`src/rtl/fir_coeff_ctrl.sv`:
```
// Double-buffered FIR coefficient controller: requesters write a shadow bank, and a
// commit swaps it into the active bank. out_valid stays low until the filter pipeline has refilled.
module fir_coeff_ctrl #(
  parameter int NTAPS        = 21,
  parameter int CW           = 16,
  parameter int FLUSH_CYCLES = 23,
  parameter logic [NTAPS*CW-1:0] COEF_INIT = {
    16'hFFF4, 16'hFFE7, 16'h0000, 16'h0050, 16'h00B4, 16'h00D2, 16'h0000,
    16'hFE0C, 16'hFC18, 16'h04B0, 16'h2000, 16'h04B0, 16'hFC18, 16'hFE0C,
    16'h0000, 16'h00D2, 16'h00B4, 16'h0050, 16'h0000, 16'hFFE7, 16'hFFF4
  }
) (
  input  logic                   clk,
  input  logic                   reset,
  input  logic                   cfg_valid,
  output logic                   cfg_ready,
  input  logic [4:0]             cfg_addr,
  input  logic signed [CW-1:0]   cfg_data,
  input  logic                   cfg_commit,
  input  logic                   in_valid,
  output logic [NTAPS*CW-1:0]    coeffs,
  output logic                   out_valid,
  output logic                   busy,
  output logic                   addr_err,
  output logic [7:0]             commit_cnt
);

  localparam int CNTW = $clog2(FLUSH_CYCLES + 1);

  typedef enum logic [1:0] {RUN, SWAP, FLUSH} state_t;

  state_t                state_q, state_d;
  logic [NTAPS*CW-1:0]   shadow_q, shadow_d;
  logic [NTAPS*CW-1:0]   active_q, active_d;
  logic [CNTW-1:0]       flush_cnt_q, flush_cnt_d;
  logic                  pending_q, pending_d;
  logic                  addr_err_q, addr_err_d;
  logic [7:0]            commit_cnt_q, commit_cnt_d;
  logic                  wr_accept;
  logic                  addr_ok;

  assign wr_accept  = cfg_valid && (state_q == RUN);
  assign addr_ok    = ({27'd0, cfg_addr} < 32'(NTAPS));

  assign cfg_ready  = (state_q == RUN);
  assign out_valid  = (state_q == RUN);
  assign busy       = (state_q != RUN);
  assign coeffs     = active_q;
  assign addr_err   = addr_err_q;
  assign commit_cnt = commit_cnt_q;

  always_comb begin
    state_d      = state_q;
    shadow_d     = shadow_q;
    active_d     = active_q;
    flush_cnt_d  = flush_cnt_q;
    pending_d    = pending_q;
    addr_err_d   = addr_err_q;
    commit_cnt_d = commit_cnt_q;

    case (state_q)
      RUN: begin
        if (wr_accept) begin
          if (addr_ok) begin
            for (int k = 0; k < NTAPS; k++) begin
              if (cfg_addr == 5'(k)) shadow_d[k*CW +: CW] = cfg_data;
            end
          end else begin
            addr_err_d = 1'b1;
          end
        end
        if (cfg_commit) begin
          state_d   = SWAP;
          pending_d = 1'b0;
        end
      end

      SWAP: begin
        active_d     = shadow_q;
        commit_cnt_d = commit_cnt_q + 8'd1;
        flush_cnt_d  = '0;
        state_d      = FLUSH;
        if (cfg_commit) pending_d = 1'b1;
      end

      FLUSH: begin
        if (cfg_commit) pending_d = 1'b1;
        if (in_valid) begin
          flush_cnt_d = flush_cnt_q + CNTW'(1);
          // A commit arriving on the exit cycle still counts as pending.
          if (flush_cnt_q == CNTW'(FLUSH_CYCLES - 1)) begin
            if (pending_q || cfg_commit) begin
              state_d   = SWAP;
              pending_d = 1'b0;
            end else begin
              state_d = RUN;
            end
          end
        end
      end

      default: state_d = FLUSH;
    endcase
  end

  always_ff @(posedge clk) begin
    if (reset) begin
      state_q      <= FLUSH;
      shadow_q     <= COEF_INIT;
      active_q     <= COEF_INIT;
      flush_cnt_q  <= '0;
      pending_q    <= 1'b0;
      addr_err_q   <= 1'b0;
      commit_cnt_q <= 8'd0;
    end else begin
      state_q      <= state_d;
      shadow_q     <= shadow_d;
      active_q     <= active_d;
      flush_cnt_q  <= flush_cnt_d;
      pending_q    <= pending_d;
      addr_err_q   <= addr_err_d;
      commit_cnt_q <= commit_cnt_d;
    end
  end

endmodule

```
`config.mk`:
```
export PLATFORM = sky130hd
export DESIGN_NAME = fir_coeff_ctrl
export DESIGN_NICKNAME = d
export VERILOG_FILES = /design/src/rtl/fir_coeff_ctrl.sv
export SDC_FILE = /design/constraint.sdc
export NUM_CORES = 1
export LEC_CHECK = 0
export BUFFER_PORTS_ARGS = -buffer_cell sky130_fd_sc_hd__clkbuf_2
export CAP_MARGIN = 25
export CORE_ASPECT_RATIO = 1.75
export CORE_MARGIN = 2
export CORE_UTILIZATION = 23
export CTS_BUF_LIST = sky130_fd_sc_hd__clkbuf_4
export DETAILED_ROUTE_END_ITERATION = 10
export PLACE_DENSITY_LB_ADDON = 0.08
export SLEW_MARGIN = 40
export SYNTH_ARGS = -nofsm -noshare
export SYNTH_HDL_FRONTEND = slang
export SYNTH_SLANG_ARGS = --single-unit
```
`constraint.sdc`:
```
create_clock -name clk -period 2.24 [get_ports clk]
set_input_delay 0.336 -clock clk [delete_from_list [all_inputs] [get_ports clk]]
set_output_delay 0.336 -clock clk [all_outputs]
set_load 0.1 [all_outputs]
```
# == Yosys cells after proc, flatten, opt, wreduce, memory -nomap -nowiden ==
# Index checks and enable logic that the tools add are counted.
# classes
addsub,2
n_lt_le_gt_ge,1
eq_ne,26
mux,13
bitwise,1
n_reduce_logical,32
# op_table
op,count
$reduce_and 4->1,21
$eq 5x4->1 const B,8
$eq 5x5->1 const B,6
$eq 5x3->1 const B,4
$eq 5x2->1 const B,2
$pmux 5 s2,1
$add 8x1->8 const B,1
$mux 1,6
$mux 2,3
$reduce_and 3->1,2
$add 5x1->5 const B,1
$eq 5x1->1 const B,1
$logic_not 5->1,1
$lt 5x5->1 const B,1
$mux 5,1
$ne 2x2->1 const B,2
$pmux 2 s2,1
$reduce_and 2->1,2
$reduce_bool 2->1,2
$pmux 1 s3,1
$reduce_bool 3->1,1
$eq 2x1->1 const B,1
$eq 2x2->1 const B,1
$logic_not 2->1,1
other kinds (4),4
# totals
register_bits,689
inputBits,26
out_inout_bits,348
word_cells,102

# == Longest topological paths before layout ==
# logic_depth
ltp_word,5
depth_mapped,8
mapped_depth_nobuf,5

# == Least setup slack after synthesis ==
# Ideal clock, no wire load.
# synth_timing
kind,register -> register
start,reg state_q[0]
end,reg shadow_q[131]
setup_ns,0.120
arrival_time_ns,2.491
required_ns,2.120
path_slack_ns,-0.371
stages_incl_launch_ff,8
n_path_buf,2
synth_period_minus_slack_ns,2.611
cell_sequence,dfxtp_1 > inv_1 > ha_1 > buf_4 > and4bb_1 > buf_2 > nand2_1 > a211o_1
# synth_via
elab_chain_cells,3
# synth_rtl
item,line_no,source
from (decl),32,"state_t state_q, state_d;"
from (signal assigned),116,state_q <= state_d;
$logic_not 2->1 (*),--,
via cfg_ready,16,"output logic cfg_ready,"
$logic_and 1x1->1,42,assign wr_accept = cfg_valid && (state_q == RUN);
$reduce_and 4->1 (no line) (*),--,
to (signal assigned),117,shadow_q <= shadow_d;
to (decl),33,"logic [NTAPS*CW-1:0] shadow_q, shadow_d;"
# Mark *: on every way through the listed nets, which the timed path passes. The rest lies on a longest branch.
# A chain may end at the register's enable or synchronous reset.

# == Final worst setup path ==
# layout_timing
start,reg state_q[1]
end,out busy
# layout_via
elab_chain_cells,1
# layout_rtl
item,line_no,source
$reduce_bool 2->1,47,assign busy = (state_q != RUN);
to (decl),23,"output logic busy,"
# No other way between the ends.

==> impl_results.md <==
* Status: finished, violations left
* Failing checks: setup timing
* Internal power at 0.01816 W
* Switching Share at 0.2487
* VDD IR max at around 430 uV
* CTS Buf Count at ~180
* Most frequent cells in the layout: dfxtp_1 (599), mux2i_1 (358), nor2_1 (299)
* Clock Path Buffers at 3
* Vias/cell at 4.466
* # DRC at 0
* Initial Util at 0.2314
* Pwr dens at 656.2 nW/um^2
* Comb power frac at 0.035
* Fin. max-slew vios at 0
* Clock sinks at roughly 700
* CTS H-Tree Depth at 4
* Area growth syn-to-layout at 43.08%
* Largest area contributor in the netlist: dfxtp_1
* Die Span Y at 446.6 um
* Met3 usage at 0.04842
* Synth warn at 0
* Vias in the first global route at 21430
* Final Core Density at 0.3311
* Final net count at slightly above 3000
* Tcrit/Tclk final at 1.005
* Largest cells by area after synthesis: dfxtp_1 (54%), mux2i_1 (14%), a211o_1 (6.0%), nor2_1 (4.4%), nor2b_1 (2.9%)
* Total power at roughly 0.024 W
* DP Area at roughly 30000 um^2
* GRT Total Usage at 0.1723
* Antenna Violating Nets Remaining at 0
* Std-Cell Rows at 162
* Post-Syn Area per Cell at between 9 and 10 um^2
* Worst EP required at 1.90 ns
* Syn Inst Count at about 2600
* Max-Cap Viols at 0
* Post-Syn Area at ~26000 um^2
* Chip Width at 256.9 um
* Type of origin of the critical path: register
* Synth Flop Type: dfxtp_1
* Routed wire length at 100000 um
* Critical path endpoint category: primary output
* Layer with the highest usage: met2
* Fin worst setup slack at -0.01219 ns
* Crit-path max FO at 4
* Via Count at 20700
* Clock Pin Slew Worst Setup and Hold Paths at approximately 0.07 ns
* Routability cong. at between 0.7 and 0.8
* Post-synth ARST share at 0
* CTS tree: done
* TNS Setup at -0.01219 ns
* Syn_nets at ~2600
* RSZ-0062 raised after global routing: yes
* Sw power at around 0.006 W
* Root Driver: clkbuf_4
* Hold Path Depth at 4
* # setup viols final at 1
* Worst slew pin tran at around 0.76 ns
* Slew margin rel. at 0.4944
* First-pass GRT wire length at 146300 um
* HP Class: input pin to register
* Grt met2 use at 0.2910
* Share of layout cells above drive strength 1 at 0.2812
* Clock power frac at 0.459
* Gr ovfl total at 0
* Synthesis-stage register bit count at 689
* FF-to-FF path depth at 8
* Antenna violations before repair at 11
* Largest net degree at the start of global routing at 121
* Min Tclk post-route at roughly 2.3 ns
* Num ports at 374
* Post-Layout Inst Area at 36840 um^2
* R2R setup slack at 0.05 ns
* Critical path class: register to primary output
* TritonRoute pass-1 iters at 7
* DR iter-0 viols at between 1000 and 1500
* Worst-Skew Late Latency at about 1.1 ns
* Final count of hold timing violations at 0
* Grt met1 use at 0.2091
* Commonest non-fill, non-tap cell in the layout: dfxtp_1
* Register area share after synthesis at 0.5356
* WL per Instance at 21.58 um
* Final clock skew at 0.04073 ns
* Fillers at roughly 11000
* Share of total power in sequential cells at 0.506
* Yosys cell types at 54
* Worst EP arrival at ~1.9 ns
* Core box area at roughly 110000 um^2
* Post-DP HPWL at around 66000 um
* Synth top area share at 0.5356
* Die ar. at between 100000 and 150000 um^2
* Highest Clock Rate at 444.0 MHz
* Post-synth EDFFs at 0
* Static Leak at 14.08 nW
* I/O Buffers at approximately 370
## routing by layer
metal  up-vias  part of all wire
met5         -                 0
met4         0             0.026
met3       162             0.057
met2       609              0.48
met1      9967              0.43
li1       9964                 -
## state kept, by name, indices dropped and copies added, names as in the netlist
register / flops
coeffs: 336
shadow_q: 336
commit_cnt: 8
flush_cnt_q: 5
state_q: 2
addr_err: 1
pending_q: 1
## cell families (layout without fill, tap and decap cells)
family / count (synthesis) / in the layout / synth area share
flip-flops: 689 / 689 / 0.5356
other: 0 / 8 / 0
AND/OR/NAND/NOR: 791 / 791 / 0.1583
adder cells (fa/ha/maj): 7 / 7 / 0.003401
AO/OA/AOI/OAI: 480 / 480 / 0.1201
buffers and inverters: 250 / 822 / 0.04198
multiplexers: 358 / 358 / 0.1392
XOR/XNOR: 4 / 4 / 0.001361
## power groups by stage
stage          Sequential, W  Combinational (W)  Clock [W]
6_report              0.0122           0.000835     0.0111
3_3_place_gp          0.0125           0.000814          0
5_1_grt               0.0122           0.000899     0.0123
3_5_place_dp          0.0125           0.000821          0
2_1_floorplan         0.0125           0.000367          0
4_1_cts               0.0122           0.000867     0.0117
## area by class of cell
cell class / count / area [um^2] / share of cell area
Sequential cell: 689 / 13940 / 0.3784
Multi-Input combinational cell: 1640 / 10990 / 0.2983
Timing Repair Buffer: 520 / 7802 / 0.2118
Clock buffer: 260 / 1952 / 0.05298
Tap cell: 1476 / 1847 / 0.05012
Clock inverter: 36 / 265.3 / 0.007199
Inverter: 6 / 27.53 / 0.0007471
Antenna cell: 8 / 20.02 / 0.0005433
## worst paths after layout
check / endpoint / start
setup / recovery: busy / state_q[1]
hold / removal: shadow_q[324] / cfg_data[4]
setup reg to reg: state_q[0] / state_q[1]
hold reg to reg: coeffs[305] / shadow_q[305]
## stage by stage
stage	cells	setup WS (ns)	hold slack, ns
after floorplan	2579	0.1962	0.4327
after global placement	4287	-0.1675	0.4340
after detailed placement	4287	0.005117	0.4505
after CTS	4622	-0.2240	0.007565
after global routing	4632	-0.2031	0.08465
final	4635	-0.01219	0.2199
## worst max-delay path, stage by stage, from the launching register on
cell	delay [ns]
dfxtp_4	0.36
inv_4	0.04
ha_4	0.18
inv_4	0.07
clkbuf_16	0.19
## cell usage after synthesis, drive strengths merged, types with 2 or more instances
library cell and count:
dfxtp 689, mux2i 358, nor2 301, a211o 176
clkbuf 157, a21oi 148, o21ai 145, nand3 143
nor2b 121, nand2b 99, buf 87, and3 60
nand2 20, ha 7, or3 7, inv 6
nor3 5, nand4 4, nor3b 4, o211ai 4
or3b 4, nand3b 3, nor4 3, or4 3
xor2 3, and4 2, and4b 2, and4bb 2
nand4b 2, nand4bb 2, o31ai 2
## timing repair
| action | 4_1_cts | 5_1_grt |
|---|---|---|
| hold buffers | 32 | 0 |
| cloned | 0 | 1 |
| setup endpoints to repair | 353 | 17 |
| pin swaps | 1 | 2 |
| resized for setup | 919 | 17 |
| buffers inserted | 7 | 4 |
| hold endpoints to repair | 617 | 0 |
Power figures use the tool's default switching activity.
